==> src/rtl/divider.sv <==
// Sequential unsigned radix-2 restoring divider, one quotient bit per clock.
// Shares the op_start / op_clear / op_done handshake with the Booth multiplier.
module divider #(
    parameter int WIDTH = 64,
    parameter int CNT_W = 7
) (
    input  logic             clk,
    input  logic             reset_n,
    input  logic [WIDTH-1:0] dividend,
    input  logic [WIDTH-1:0] divisor,
    input  logic             op_start,
    input  logic             op_clear,
    output logic             op_done,
    output logic [WIDTH-1:0] quotient,
    output logic [WIDTH-1:0] remainder,
    output logic             div_by_zero,
    output logic [1:0]       fsm_state
);

    // Handshake: op_start is a request sampled only in IDLE; op_done is a level
    // that stays high in DONE until op_clear, which wins over everything but reset.
    typedef enum logic [1:0] {
        IDLE = 2'd0,
        EXEC = 2'd1,
        DONE = 2'd2
    } state_t;

    state_t             state;
    state_t             state_nxt;
    logic [WIDTH-1:0]   div_r;
    logic [WIDTH-1:0]   rem_r;
    logic [WIDTH-1:0]   quo_r;
    logic [CNT_W-1:0]   cnt;
    logic               dbz_r;

    logic [WIDTH:0]     rem_shift;
    logic [WIDTH+1:0]   diff;
    logic               fits;
    logic               last_iter;

    // The partial remainder gains the quotient msb and can reach WIDTH+1 bits,
    // so the trial subtraction carries two guard bits above the operand width.
    assign rem_shift = {rem_r, quo_r[WIDTH-1]};
    assign diff      = {1'b0, rem_shift} - {2'b00, div_r};
    assign fits      = (diff[WIDTH+1:WIDTH] == 2'b00);
    assign last_iter = (cnt == CNT_W'(WIDTH - 1));

    always_comb begin
        state_nxt = state;
        case (state)
            IDLE: begin
                if (op_start) begin
                    state_nxt = (divisor != '0) ? EXEC : DONE;
                end
            end
            EXEC: begin
                if (last_iter) begin
                    state_nxt = DONE;
                end
            end
            DONE:    state_nxt = DONE;
            default: state_nxt = IDLE;
        endcase
        if (op_clear) begin
            state_nxt = IDLE;
        end
    end

    always_ff @(posedge clk or negedge reset_n) begin
        if (!reset_n) begin
            state <= IDLE;
        end else begin
            state <= state_nxt;
        end
    end

    always_ff @(posedge clk or negedge reset_n) begin
        if (!reset_n) begin
            div_r <= '0;
            rem_r <= '0;
            quo_r <= '0;
            cnt   <= '0;
            dbz_r <= 1'b0;
        end else if (op_clear) begin
            div_r <= '0;
            rem_r <= '0;
            quo_r <= '0;
            cnt   <= '0;
            dbz_r <= 1'b0;
        end else begin
            case (state)
                IDLE: begin
                    if (op_start) begin
                        cnt <= '0;
                        if (divisor != '0) begin
                            div_r <= divisor;
                            quo_r <= dividend;
                            rem_r <= '0;
                            dbz_r <= 1'b0;
                        end else begin
                            div_r <= '0;
                            quo_r <= '1;
                            rem_r <= dividend;
                            dbz_r <= 1'b1;
                        end
                    end
                end
                EXEC: begin
                    rem_r <= fits ? diff[WIDTH-1:0] : rem_shift[WIDTH-1:0];
                    quo_r <= {quo_r[WIDTH-2:0], fits};
                    cnt   <= cnt + 1'b1;
                end
                default: ;
            endcase
        end
    end

    assign op_done     = (state == DONE);
    assign quotient    = quo_r;
    assign remainder   = rem_r;
    assign div_by_zero = dbz_r;
    assign fsm_state   = state;

endmodule

==> config.mk <==
export PLATFORM = sky130hd
export DESIGN_NAME = divider
export DESIGN_NICKNAME = d
export VERILOG_FILES = /design/src/rtl/divider.sv
export SDC_FILE = /design/constraint.sdc
export NUM_CORES = 1
export LEC_CHECK = 0
export ABC_AREA = 0
export BUFFER_PORTS_ARGS = -buffer_cell sky130_fd_sc_hd__buf_2
export CORE_UTILIZATION = 45
export CTS_CLUSTER_DIAMETER = 150
export CTS_CLUSTER_SIZE = 14
export DETAILED_ROUTE_END_ITERATION = 12
export PLACE_DENSITY = 0.65
export SLEW_MARGIN = 10
export SYNTH_ARGS = -nofsm -noshare
export SYNTH_HDL_FRONTEND = slang
export SYNTH_SLANG_ARGS = --single-unit
export TNS_END_PERCENT = 30
==> constraint.sdc <==
create_clock -name clk -period 8.1 [get_ports clk]
set_clock_uncertainty 0.05 [all_clocks]
set_input_delay 0.81 -clock clk [delete_from_list [all_inputs] [get_ports clk]]
set_output_delay 0.81 -clock clk [all_outputs]
set_load 0.005 [all_outputs]
# After elaboration in Yosys (flattened, before gate mapping)
# Index checks and enable logic that the tools add are counted.
[word_totals]
register_bits = 202
inputBits = 132
out_inout_bits = 132
word_cells = 47
[op_classes]
addsub = 2
eq_ne = 5
n_mux = 25
n_reduce_logical = 9
[ops]
columns = ["cell", "n"]
rows = [
  ["$mux 64", 11],
  ["$pmux 64 s2", 2],
  ["$sub 65x64->66", 1],
  ["$reduce_bool 64->1", 1],
  ["$mux 7", 2],
  ["$pmux 7 s2", 1],
  ["$mux 2", 4],
  ["$add 7x1->7 const B", 1],
  ["$eq 7x6->1 const B", 1],
  ["$ne 3x3->1 const B", 2],
  ["$pmux 2 s3", 1],
  ["$reduce_and 2->1", 3],
  ["$logic_not 2->1", 2],
  ["$mux 1", 4],
  ["$reduce_bool 2->1", 2],
  ["$reduce_bool 3->1", 1],
  ["$eq 2x1->1 const B", 1],
  ["$eq 2x2->1 const B", 1],
]

# Depth between registers and ports, before layout
# Gate-level depths: netlist (run 1).
[depth]
depth_word = 5
ltp_mapped = 18
ltp_nobuf = 15

# Worst setup path before layout (run 1)
# Ideal clock, no wire load.
[synth_path]
kind = "reg2reg"
startpoint = "reg rem_r[5], in the netlist remainder[5]"
endpoint = "reg rem_r[18], in the netlist remainder[18]"
setup_time_ns = 0.136
arrival_time_ns = 3.412
t_required_ns = 7.914
slack_ns = 4.502
path_stages_with_launch = 16
n_path_buf = 3
synth_period_minus_slack_ns = 3.598
cell_sequence = "dfrtp_1 ha_1 buf_2 o211ai_1 a2111oi_2 o21ai_1 o21ai_2 a31oi_4 o41ai_4 and4_1 or2_1 buf_6 buf_6 mux2_2 a221oi_1 nor3_1"
[synth_via]
elab_chain_len = 5
[synth_lines]
columns = ["item", "line_no", "rtl"]
rows = [
  ["start: declaration", "31", "logic [WIDTH-1:0] rem_r;"],
  ["start signal: assignment", "103", "rem_r <= dividend;"],
  ["start signal: assignment", "109", "rem_r <= fits ? diff[WIDTH-1:0] : rem_shift[WIDTH-1:0];"],
  ["$sub 65x64->66 *", "44", "assign diff = {1'b0, rem_shift} - {2'b00, div_r};"],
  ["$logic_not 2->1", "45", "assign fits = (diff[WIDTH+1:WIDTH] == 2'b00);"],
  ["$mux 64 *", "109", ""],
  ["$pmux 64 s2 *", "91", "case (state)"],
  ["$mux 64 *", "84", "end else if (op_clear) begin"],
]
# Every way passes the cells marked *; elsewhere a longest branch is shown, timed or not.
# A chain may end at the register's enable or synchronous reset.

# Worst setup path after layout (run 1)
[layout_path]
startpoint = "reg div_r[0]"
endpoint = "reg rem_r[25], in the netlist remainder[25]"
[layout_via]
elab_chain_len = 5
[layout_lines]
columns = ["item", "line_no", "rtl"]
rows = [
  ["start: declaration", "30", "logic [WIDTH-1:0] div_r;"],
  ["start signal: assignment", "96", "div_r <= divisor;"],
  ["$sub 65x64->66 *", "44", ""],
  ["$logic_not 2->1", "45", ""],
  ["$mux 64 *", "109", ""],
  ["$pmux 64 s2 *", "91", ""],
  ["$mux 64 *", "84", ""],
]
# Marked as above.

==> results.md, run 1 <==
- Pwr Total: 8665 uW
- # IOs: 264
- Synthesized flop and latch total: 202
- Clock transition at the registers of the reported paths: 0.07 ns
- Worst setup path endpoint: remainder[25]
- Status: finished clean
- Commonest non-fill, non-tap cells in the layout: 262 x buf_2, 203 x o21ai_0, 202 x dfrtp_1
- Root Buffer: clkbuf_16
- Async SR Flop Fraction: 100.0%
- Via count: 13540
- Clock Sinks: 202
- WL/cell: 21.97 um
- Static Leak: 0.007427 uW
- TritonCTS clock tree: yes
- Drt drc: 0
- Dominant synthesized flop cell: dfrtp_1
- Setup CP Type: reg2reg
- Met2 wire length: 19.44 mm
- Worst R2R Path Depth: 15
- H-tree depth: 1
- Die H: 175.8 um
- Post-CTS Setup Inserts: 0
- WL final: 48.27 mm
- Setup violations, final: 0
- Post-cts sizing count: 0
- Crit-path cells: ha_1 -> inv_1 -> fa_1 -> a211oi_1 -> o211ai_1 -> nand4_1 -> o211ai_1 -> a31oi_1 -> o211ai_1 -> mux2i_1 -> or2_2 -> buf_4 -> mux2_2 -> a221oi_1 -> nor3_1
- Crit path largest cell delay: 0.60 ns
- Initial Utilization: 45.75%
- Setup crit start: div_r[0]
- Worst Setup End Kind: flop
- Mapped Nets: 1821
- Period minus WS final: 4.650 ns
- Post-DP HPWL: 36.71 mm
- Critical path's slowest cell: buf_4
- RSZ-0062 raised after global routing: no
- Yosys top cell area share: 37.18%
- Avg Inst Size Synth: 8.398 sq um
- Worst-path fanout max: 55
- Compound-cell area share of the yosys netlist: 27.55%
- Synth Warn #: 0
- RD Place Congestion: 0.9437
- Final Util: 52.46%
- Post-route clock period utilization: 57.40%
- Grt ovf: 0
- Antenna violations before repair: 1
- All-Layer GR Usage: 30.51%
- XOR/XNOR Fraction of Synth Area: 3.800%
- Core area: 29720 sq um
- Final Hold Fails: 0
- Reg-to-Reg End: remainder[25]
- Die W: 175.8 um
- Number of global-route vias before repair: 12300
- Commonest non-fill, non-tap cell in the layout: buf_2
- Router iterations before antenna repair: 6
- Setup slack, reg-to-reg: 3.45 ns
- Fmax: 0.2151 GHz
- Die area: 30910 sq um
- Worst slew margin: 36.29%
- Maxcap violations: 0
- Post-Synth Adder-Cell Area: 6.497%
- VDD IR max: 0.5445 mV
- Synth Cell Area: 13600 sq um
- R2r startpoint: div_r[0]
- Vias/cell: 6.161
- Post-synth top area cell: dfrtp_1
- Final Max Slew Viols: 0
- Cts bufs inserted: 18
- Post-synth cell types: 67
- Final nets: 2008
- Routed Antenna Nets: 0
- Iter 0 DRT Violations: 1550
- First-pass GRT wire length: 73.37 mm
- Worst Path Required: 8.39 ns
- Arrival @ worst endpoint: 4.94 ns
- Max Root-Sink Buffers: 3
- IO Port Bufs: 263
- Syn-to-layout area delta: 14.65%
- Mux share of post-synthesis cell area: 3.313%
- Post-Synth Simple-Gate Area: 15.74%
- Setup TNS: 0 ns
- Cts hold-fix bufs: 0
- Power per cell area: 555.8 nW/um^2
- Sequential fraction of the synthesis area: 37.18%
- # rows: 63
- Pin count of the biggest net entering global routing: 80
- Met3 Routed Length: 4.748 mm
- Met1 Routed Length: 22.58 mm
- Top layer in use: met4
- Top post-synthesis cells by area: dfrtp_1 37%, o21ai_0 7.5%, ha_1 6.3%
- Post-synth EDFFs: 0
- Worst-margin pin slew: 0.9556 ns
- Gate Count Post-Synth: 1619
- Hold crit path type: in2async
- Worst-Skew Late Latency: 0.50 ns
- Cell mode on critical path: o211ai_1
- Largest family of logic cells by synthesized area: compound AO/OA/AOI/OAI gates
- CP startpoint kind: flop
- Fraction of layout cells with a size suffix above 1: 18.88%
==> state kept, by name, indices dropped and copies added (netlist names) <==
signal,count
div_r,64
quotient,64
remainder,64
cnt,7
fsm_state,2
div_by_zero,1
==> through the flow <==
step	instance area (sq um)	hold slack (ns)	setup WS, ns	std cells
final	15590	0.2709	3.450	2197
after global routing	15590	0.3187	3.163	2197
after CTS	15590	0.3020	3.533	2196
after detailed placement	15100	0.4375	3.309	2176
after global placement	15100	0.4261	3.435	2176
after floorplan	13600	0.4231	4.502	1619
==> synth_stat cells, drive strengths merged, types with 5 or more instances <==
cell	count
o211ai	11
or3	8
a21boi	7
clkbuf	92
mux2	24
a221oi	27
nand3	20
nand2	143
mux2i	18
a211oi	11
nor4	23
dfrtp	202
ha	69
a21o	26
nor2b	5
a22oi	19
a21oi	131
nor3	108
buf	18
inv	90
nand4	26
nor2	105
o21ai	207
nand2b	6
a22o	68
o21a	8
xnor2	38
a222oi	5
o21bai	17
a31oi	11
xor2	21
and3	6
==> power by group <==
part	internal, uW	total (uW)	leakage [uW]	switching, uW
Sequential	1340	1760	0.00270	421
Combinational	2430	6100	0.00449	3670
Clock	416	802	0.000239	386
==> final cells by class <==
type,count,area [sq um]
multi-input combinational,1217,7791
clock inverter,1,8.758
fill,2852,14130
clock buffer,19,475.5
timing repair buffer,277,1430
inverter,90,337.8
sequential,202,5055
tap,390,488.0
antenna,1,2.502
==> worst max-delay path, delay by kind of cell, from the launching register on <==
kind,cells,cell delay [ns]
compound gates,6,1.50
fa+ha+maj,2,0.73
buf+inv,2,0.68
mux,2,0.67
flops,1,0.48
simple gates,3,0.39
==> kinds of logic (layout without fill, tap and decap cells) <==
kind of cell / Yosys count / after routing
flops: 202 / 202
mux: 42 / 42
xor+xnor: 59 / 59
other cells: 0 / 1
compound gates: 582 / 582
buf+inv: 200 / 387
simple gates: 464 / 464
fa+ha+maj: 70 / 70
==> metal layers <==
layer	up-vias	global-route usage (%)
li1	6301	-
met1	6447	47.97
met2	700	41.14
met3	88	5.844
met4	0	9.420
met5	-	0
==> worst min-delay path by stage <==
| stage | end | slack [ns] | cells after the start |
|---|---|---|---|
| 2_1_floorplan | div_r[10] | 0.42 | 1 |
| 3_3_place_gp | quotient[48] | 0.43 | 2 |
| 3_5_place_dp | quotient[43] | 0.44 | 2 |
| 4_1_cts | quotient[3] | 0.30 | 1 |
| 5_1_grt | quotient[3] | 0.32 | 1 |
| 6_report | quotient[3] | 0.27 | 1 |
Power figures use the tool's default switching activity.
==> run 2: changes to the inputs <==
--- a/config.mk
+++ b/config.mk
@@ -5,13 +5,13 @@
 export SDC_FILE = /design/constraint.sdc
 export NUM_CORES = 1
 export LEC_CHECK = 0
-export ABC_AREA = 0
+export ABC_AREA = 1
 export BUFFER_PORTS_ARGS = -buffer_cell sky130_fd_sc_hd__buf_2
 export CORE_UTILIZATION = 45
 export CTS_CLUSTER_DIAMETER = 150
 export CTS_CLUSTER_SIZE = 14
 export DETAILED_ROUTE_END_ITERATION = 12
-export PLACE_DENSITY = 0.65
+export PLACE_DENSITY = 0.64
 export SLEW_MARGIN = 10
 export SYNTH_ARGS = -nofsm -noshare
 export SYNTH_HDL_FRONTEND = slang
==> constraint.sdc (replaced) <==
create_clock -name clk -period 4.4 [get_ports clk]
set_clock_uncertainty 0.05 [all_clocks]
set_input_delay 0.44 -clock clk [delete_from_list [all_inputs] [get_ports clk]]
set_output_delay 0.44 -clock clk [all_outputs]
set_load 0.005 [all_outputs]
==> run 2 against run 1 <==
Compared with the run above: the flow now finishes with violations (hold timing); largest cell class unchanged; setup slack lost 2.5 ns; combinational power up 100%; hold slack worse by 0.30 ns; critical endpoint is now remainder[62]; largest power group unchanged.
==> results.md, run 2 <==
- Setup CP Type: reg2reg
- Arrival @ worst endpoint: 3.82 ns (-1.12 ns)
- Fmax: 0.2900 GHz (+35%)
- Static Leak: 0.009829 uW (+32%)
- Dominant synthesized flop cell: dfrtp_1
- Core area: 34800 sq um (+17%)
- Final nets: 2818 (+40%)
- Synth Cell Area: 15990 sq um (+18%)
- Router iterations before antenna repair: 5 (-1)
- TritonCTS clock tree: yes
- Top post-synthesis cells by area: dfrtp_1 32%, nand2_1 17%, inv_1 8.2%
- Maxcap violations: 0 (unchanged)
- Post-CTS Setup Inserts: 0 (unchanged)
- Cts hold-fix bufs: 0 (unchanged)
- Post-cts sizing count: 0 (unchanged)
- Largest family of logic cells by synthesized area: simple AND/OR/NAND/NOR gates
- Filler cells: 3641 (+28%)
- Power share of the clock group: 8.8% (-0.5 points)
- Die area: 36300 sq um (+17%)
- Commonest non-fill, non-tap cell in the layout: nand2_1
- Hold crit path type: in2async
- Crit path largest cell delay: 0.70 ns (+0.10 ns)
- Syn-to-layout area delta: 13.12%
- Iter 0 DRT Violations: 1100 (-29%)
- Final Util: 51.99% (-0.46 points)
- Post-Synth Simple-Gate Area: 37.87% (+22 points)
- Compound-cell area share of the yosys netlist: 11.34% (-16 points)
- All-Layer GR Usage: 30.84% (+0.33 points)
- Reg-to-Reg End: remainder[62]
- Status: finished with violations
- Sequential fraction of the synthesis area: 31.60% (-5.6 points)
- Number of global-route vias before repair: 15680 (+28%)
- Cell mode on critical path: nand2_2
- Worst-path fanout max: 64 (+16%)
- Worst slew margin: 31.07% (-5.2 points)
- Post-DP HPWL: 43.49 mm (+18%)
- RSZ-0062 raised after global routing: no
- R2r startpoint: quotient[63]
- Final Max Slew Viols: 0 (unchanged)
- Antenna violations before repair: 0 (-1)
- Max Root-Sink Buffers: 3 (unchanged)
- IO Port Bufs: 263 (unchanged)
- Post-synth cell types: 43 (-36%)
- Mux share of post-synthesis cell area: 0% (-3.3 points)
- Routed Antenna Nets: 0 (unchanged)
- Worst-margin pin slew: 1.033 ns (+0.07723 ns)
- Commonest non-fill, non-tap cells in the layout: 731 x nand2_1, 350 x inv_1, 262 x buf_2
- Yosys top cell area share: 31.60% (-5.6 points)
- Final Hold Fails: 30 (+30)
- Period minus WS final: 3.449 ns (-1.201 ns)
- Setup violations, final: 0 (unchanged)
- Hold WS: -0.02636 ns (-0.2972 ns)
- Pwr Total: 16700 uW (+93%)
- Via count: 16300 (+20%)
- Mapped Nets: 2612 (+43%)
- N_diodes: 0 (-1)
- # IOs: 264 (unchanged)
- Initial Utilization: 45.96% (+0.21 points)
- Top-count cell post-synth: nand2_1
- Crit-path cells: inv_1 -> ha_1 -> inv_1 -> fa_1 -> nand2_1 -> nand2_1 -> nand3_2 -> nand2_2 -> nand2_2 -> nand2_2 -> nand2_2 -> nand2_4 -> nand2_2 -> nand3_4 -> nand3_4 -> buf_4 -> nand3_1 -> nand3_1 -> nand2_1
- Clock transition at the registers of the reported paths: 0.07 ns (about the same)
- CP startpoint kind: flop
- Seq pwr share: 16.8% (-3.5 points)
- Crit. path cell count: 19 (+4)
- Internal cell power: 6734 uW (+61%)
- Critical path's slowest cell: buf_4
- Synthesized flop and latch total: 202 (unchanged)
- Vias/cell: 5.309 (-14%)
- WL final: 56.16 mm (+16%)
- Post-Synth Adder-Cell Area: 5.523% (-0.97 points)
- Net Switching: 9962 uW (+120%)
- Net Sw Frac: 59.67% (+7.9 points)
- Post-synth EDFFs: 0 (unchanged)
- Crit path max-delay family: simple AND/OR/NAND/NOR gates
- First-pass GRT wire length: 87.80 mm (+20%)
- Drt drc: 0 (unchanged)
- Power per cell area: 922.8 nW/um^2 (+66%)
- Combinational fraction of design power: 74.5% (+4.1 points)
- Clock Sinks: 202 (unchanged)
- Gate Count Post-Synth: 2410 (+49%)
- Avg Inst Size Synth: 6.637 sq um (-21%)
- Violated checks: hold timing
- Synth top cells by count: 732 x nand2_1, 351 x inv_1, 232 x nand3_1, 221 x nor2_1, 202 x dfrtp_1
- Worst-Skew Late Latency: 0.53 ns (+0.03 ns)
- Setup slack, reg-to-reg: 0.95 ns (-2.50 ns)
- Cts bufs inserted: 18 (unchanged)
- H-tree depth: 1 (unchanged)
- Post-route clock period utilization: 78.38% (+21 points)
- Die W: 190.5 um (+8.4%)
- Pin count of the biggest net entering global routing: 193 (+140%)
- Worst path bufs/invs: 3 (+1)
- # rows: 68 (+7.9%)
- Worst Setup End Kind: flop
- RD Place Congestion: 0.9545 (+1.1%)
- Fraction of layout cells with a size suffix above 1: 16.67% (-2.2 points)
- Setup TNS: 0 ns (unchanged)
- Grt ovf: 0 (unchanged)
- VDD IR max: 0.5463 mV (+0.32%)
- Worst Path Required: 4.77 ns (-3.62 ns)
- Async SR Flop Fraction: 100.0% (unchanged)
- Post-synth top area cell: dfrtp_1
- Die H: 190.5 um (+8.4%)
- WL/cell: 18.29 um (-17%)
- Synth Warn #: 0 (unchanged)
- XOR/XNOR Fraction of Synth Area: 1.862% (-1.9 points)
- Worst R2R Path Depth: 19 (+4)
- Root Buffer: clkbuf_16
-- run 2: per-stage QoR --
step                instance area (sq um)  hold WS (ns)  setup slack, ns  instances
floorplan                           15990       0.09441            1.854       2410
global placement                    17620        0.4346            1.068       3051
detailed placement                  17620        0.4378            1.001       3051
CTS                                 18090       0.02546           0.9770       3071
global route                        18090       0.06310           0.7189       3071
finish                              18090      -0.02636           0.9513       3071
-- run 2: logic make-up (layout without fill, tap and decap cells) --
logic type / count (synthesis) / in the layout
fa+ha+maj: 70 / 70
simple gates: 1349 / 1349
compound gates: 292 / 292
flops: 202 / 202
xor+xnor: 34 / 34
buf+inv: 463 / 669
-- run 2: per-layer routing --
metal | part of all wire (%) | up-vias | global-route usage [%]
li1 | - | 8119 | -
met1 | 48 | 7672 | 44.05
met2 | 45 | 461 | 49.58
met3 | 5.4 | 51 | 4.012
met4 | 2.0 | 0 | 6.338
met5 | 0 | - | 0
-- run 2: cell type report --
cell class / instances / area [sq um] / area share, %
clock buffers: 18 / 450.4 / 2.490
clock inverters: 2 / 25.02 / 0.1383
inverters: 366 / 1376 / 7.607
multi-input cells: 1745 / 9091 / 50.25
flip-flops and latches: 202 / 5055 / 27.94
well taps: 455 / 569.3 / 3.147
repair buffers: 283 / 1525 / 8.430
-- run 2: worst max path at each step --
| stage | startpoint | end | slack (ns) |
|---|---|---|---|
| 2_1_floorplan | quotient[63] | remainder[54] | 1.85 |
| 3_3_place_gp | quotient[63] | remainder[35] | 1.07 |
| 3_5_place_dp | quotient[63] | remainder[26] | 1.00 |
| 4_1_cts | quotient[63] | remainder[26] | 0.98 |
| 5_1_grt | quotient[63] | remainder[62] | 0.72 |
| 6_report | quotient[63] | remainder[62] | 0.95 |
-- run 2: power by group through the flow --
stage	combinational, uW	clock, uW	sequential, uW
3_3_place_gp	12300	0	2810
6_report	12400	1470	2800
3_5_place_dp	12300	0	2820
4_1_cts	12400	1490	2790
2_1_floorplan	8760	0	2760
5_1_grt	13800	1560	2860
==> run 3: changes to the inputs <==
--- a/config.mk
+++ b/config.mk
@@ -5,13 +5,13 @@
 export SDC_FILE = /design/constraint.sdc
 export NUM_CORES = 1
 export LEC_CHECK = 0
-export ABC_AREA = 1
+export ABC_AREA = 0
 export BUFFER_PORTS_ARGS = -buffer_cell sky130_fd_sc_hd__buf_2
 export CORE_UTILIZATION = 45
 export CTS_CLUSTER_DIAMETER = 150
 export CTS_CLUSTER_SIZE = 14
 export DETAILED_ROUTE_END_ITERATION = 12
-export PLACE_DENSITY = 0.64
+export PLACE_DENSITY = 0.65
 export SLEW_MARGIN = 10
 export SYNTH_ARGS = -nofsm -noshare
 export SYNTH_HDL_FRONTEND = slang
==> constraint.sdc (replaced) <==
create_clock -name clk -period 3.5 [get_ports clk]
set_clock_uncertainty 0.05 [all_clocks]
set_input_delay 0.35 -clock clk [delete_from_list [all_inputs] [get_ports clk]]
set_output_delay 0.35 -clock clk [all_outputs]
set_load 0.005 [all_outputs]
==> run 3 against run 2 <==
Compared with the run above: clock-buffer cell count stayed put; largest cell class unchanged; register-to-register slack worse by 1.2 ns; non-clock buffer count is 221 higher; the run ends with setup timing left; die area is 15% lower; cell count is 21% lower; critical path depth is 6 lower.
==> results.md, run 3 (same netlist as run 1, synthesis figures left out) <==
- Filler cells: 2636 (-28%)
- Number of global-route vias before repair: 13580 (-13%)
- Initial Utilization: 45.75% (-0.21 points)
- Setup TNS: -5.719 ns (-5.719 ns)
- Final Hold Fails: 0 (-100%)
- Worst path bufs/invs: 1 (-2)
- Cts bufs inserted: 18 (unchanged)
- Post-DP HPWL: 40.54 mm (-6.8%)
- Final nets: 2235 (-21%)
- Worst Path Required: 3.84 ns (-0.93 ns)
- R2r startpoint: remainder[5]
- Die W: 175.8 um (-7.7%)
- Die area: 30910 sq um (-15%)
- WL final: 53.37 mm (-5.0%)
- Routed Antenna Nets: 0 (unchanged)
- First-pass GRT wire length: 80.52 mm (-8.3%)
- Via count: 14700 (-9.8%)
- WL/cell: 22.01 um (+20%)
- Clock transition at the registers of the reported paths: 0.08 ns (about the same)
- Min-Delay Path Depth: 2
- Commonest non-fill, non-tap cell in the layout: buf_2
- Worst-Skew Late Latency: 0.52 ns (about the same)
- # rows: 63 (-7.4%)
- IO Port Bufs: 263 (unchanged)
- All-Layer GR Usage: 33.83% (+3.0 points)
- Drt drc: 0 (unchanged)
- Crit path max-delay family: compound AO/OA/AOI/OAI gates
- Grt ovf: 0 (unchanged)
- Pin count of the biggest net entering global routing: 128 (-34%)
- Iter 0 DRT Violations: 1759 (+60%)
- Hold Path End: div_r[57]
- Fmax: 0.2665 GHz (-8.1%)
- Crit. path cell count: 13 (-6)
- CP startpoint kind: flop
- Period minus WS final: 3.752 ns (+0.3032 ns)
- Crit path largest cell delay: 0.45 ns (-0.25 ns)
- RD Place Congestion: 0.9848 (+3.2%)
- Setup violations, final: 45 (+45)
- Setup slack, reg-to-reg: -0.25 ns (-1.20 ns)
- Arrival @ worst endpoint: 4.09 ns (+0.27 ns)
- Hold crit path type: in2reg
- Syn-to-layout area delta: 31.89%
- Worst Setup End Kind: flop
- Min-delay src: divisor[57]
- Critical path's slowest cell: dfrtp_2
- Setup WS post-layout: -0.2519 ns (-1.203 ns)
- RSZ-0062 raised after global routing: yes
- Post-route clock period utilization: 107.2% (+29 points)
- Reg-to-Reg End: remainder[37]
- Clock Sinks: 202 (unchanged)
- Maxcap violations: 0 (unchanged)
- Area of the multi-input gates: 8257 sq um (-9.2%)
- Root Buffer: clkbuf_16
- Die H: 175.8 um (-7.7%)
- Max Root-Sink Buffers: 3 (unchanged)
- Fraction of layout cells with a size suffix above 1: 31.19% (+15 points)
- Worst-path fanout max: 5 (-92%)
- Worst R2R Path Depth: 13 (-6)
- H-tree depth: 1 (unchanged)
- Worst slew margin: 43.56% (+12 points)
- # IOs: 264 (unchanged)
- Antenna violations before repair: 2 (+2)
- Setup CP Type: reg2reg
- Violated checks: setup timing
- Commonest non-fill, non-tap cells in the layout: 262 x buf_2, 223 x buf_4, 199 x dfrtp_1
- FF+latch area: 5059 sq um (about the same)
- Router iterations before antenna repair: 6 (+1)
- Core area: 29720 sq um (-15%)
- Final Max Slew Viols: 0 (unchanged)
- Status: finished with violations
- TritonCTS clock tree: yes
- Crit-path cells: ha_4 -> o211ai_1 -> a2111oi_4 -> o21ai_1 -> o21ai_2 -> a31oi_4 -> o41ai_4 -> and4_1 -> or2_4 -> buf_6 -> mux2_2 -> a221oi_4 -> nor3_2
- Vias/cell: 6.062 (+14%)
- Worst-margin pin slew: 0.8467 ns (-0.1862 ns)
[run 3: changes by cell type in the layout (fill, tap and decap cells not counted), sizes merged, moves of 52 or more]
cell / before / now
nand3: 294 / 20
o21ai: 130 / 207
nor3: 17 / 108
inv: 366 / 91
a22o: 0 / 68
nand2: 751 / 143
o221ai: 62 / 0
buf: 282 / 502
a21oi: 79 / 131
nor2: 236 / 105
[run 3: metal layers]
metal	global-route usage, %	up-vias	share of wire [%]
li1	-	6771	-
met1	53.23	7054	46
met2	46.34	787	40
met3	6.515	87	11
met4	8.696	2	2.6
met5	0	-	0.024
[run 3: worst max path at each step]
stage | endpoint | from
2_1_floorplan | remainder[18] | remainder[5]
3_3_place_gp | remainder[9] | quotient[63]
3_5_place_dp | remainder[20] | quotient[63]
4_1_cts | remainder[9] | quotient[63]
5_1_grt | remainder[37] | div_r[8]
6_report | remainder[37] | remainder[5]
[run 3: area by class of cell]
cell class / count / share of cell area, %
well taps: 390 / 2.721
clock inverters: 2 / 0.1395
clock buffers: 18 / 2.512
inverters: 90 / 1.884
repair buffers: 504 / 18.47
multi-input cells: 1217 / 46.04
diodes: 2 / 0.02791
flip-flops and latches: 202 / 28.21
[run 3: stage by stage]
| step | cell area, sq um | hold WS, ns | std cells | worst slack [ns] | util [%] |
|---|---|---|---|---|---|
| 4_1_cts | 17660 | 0.008863 | 2416 | -0.1687 | 59.42 |
| 2_1_floorplan | 13650 | 0.004409 | 1619 | -0.02126 | - |
| 6_report | 17930 | 0.02209 | 2425 | -0.2519 | 60.35 |
| 3_5_place_dp | 16800 | 0.4171 | 2382 | -0.4462 | 56.53 |
| 5_1_grt | 17930 | 0.02021 | 2424 | -0.3160 | 60.34 |
| 3_3_place_gp | 16800 | 0.4108 | 2382 | -0.3044 | 56.53 |
[run 3: what timing repair did]
action,4_1_cts,5_1_grt
setup endpoints to repair,65,65
hold buffers,1,0
buffers inserted,11,7
gates resized for setup,49,48
hold endpoints to repair,87,0
pin swaps,38,17
cloned,2,0
Power of run 3 is not shown: default switching activity piles up to over one toggle a cycle in this logic, so the estimate is an artifact.
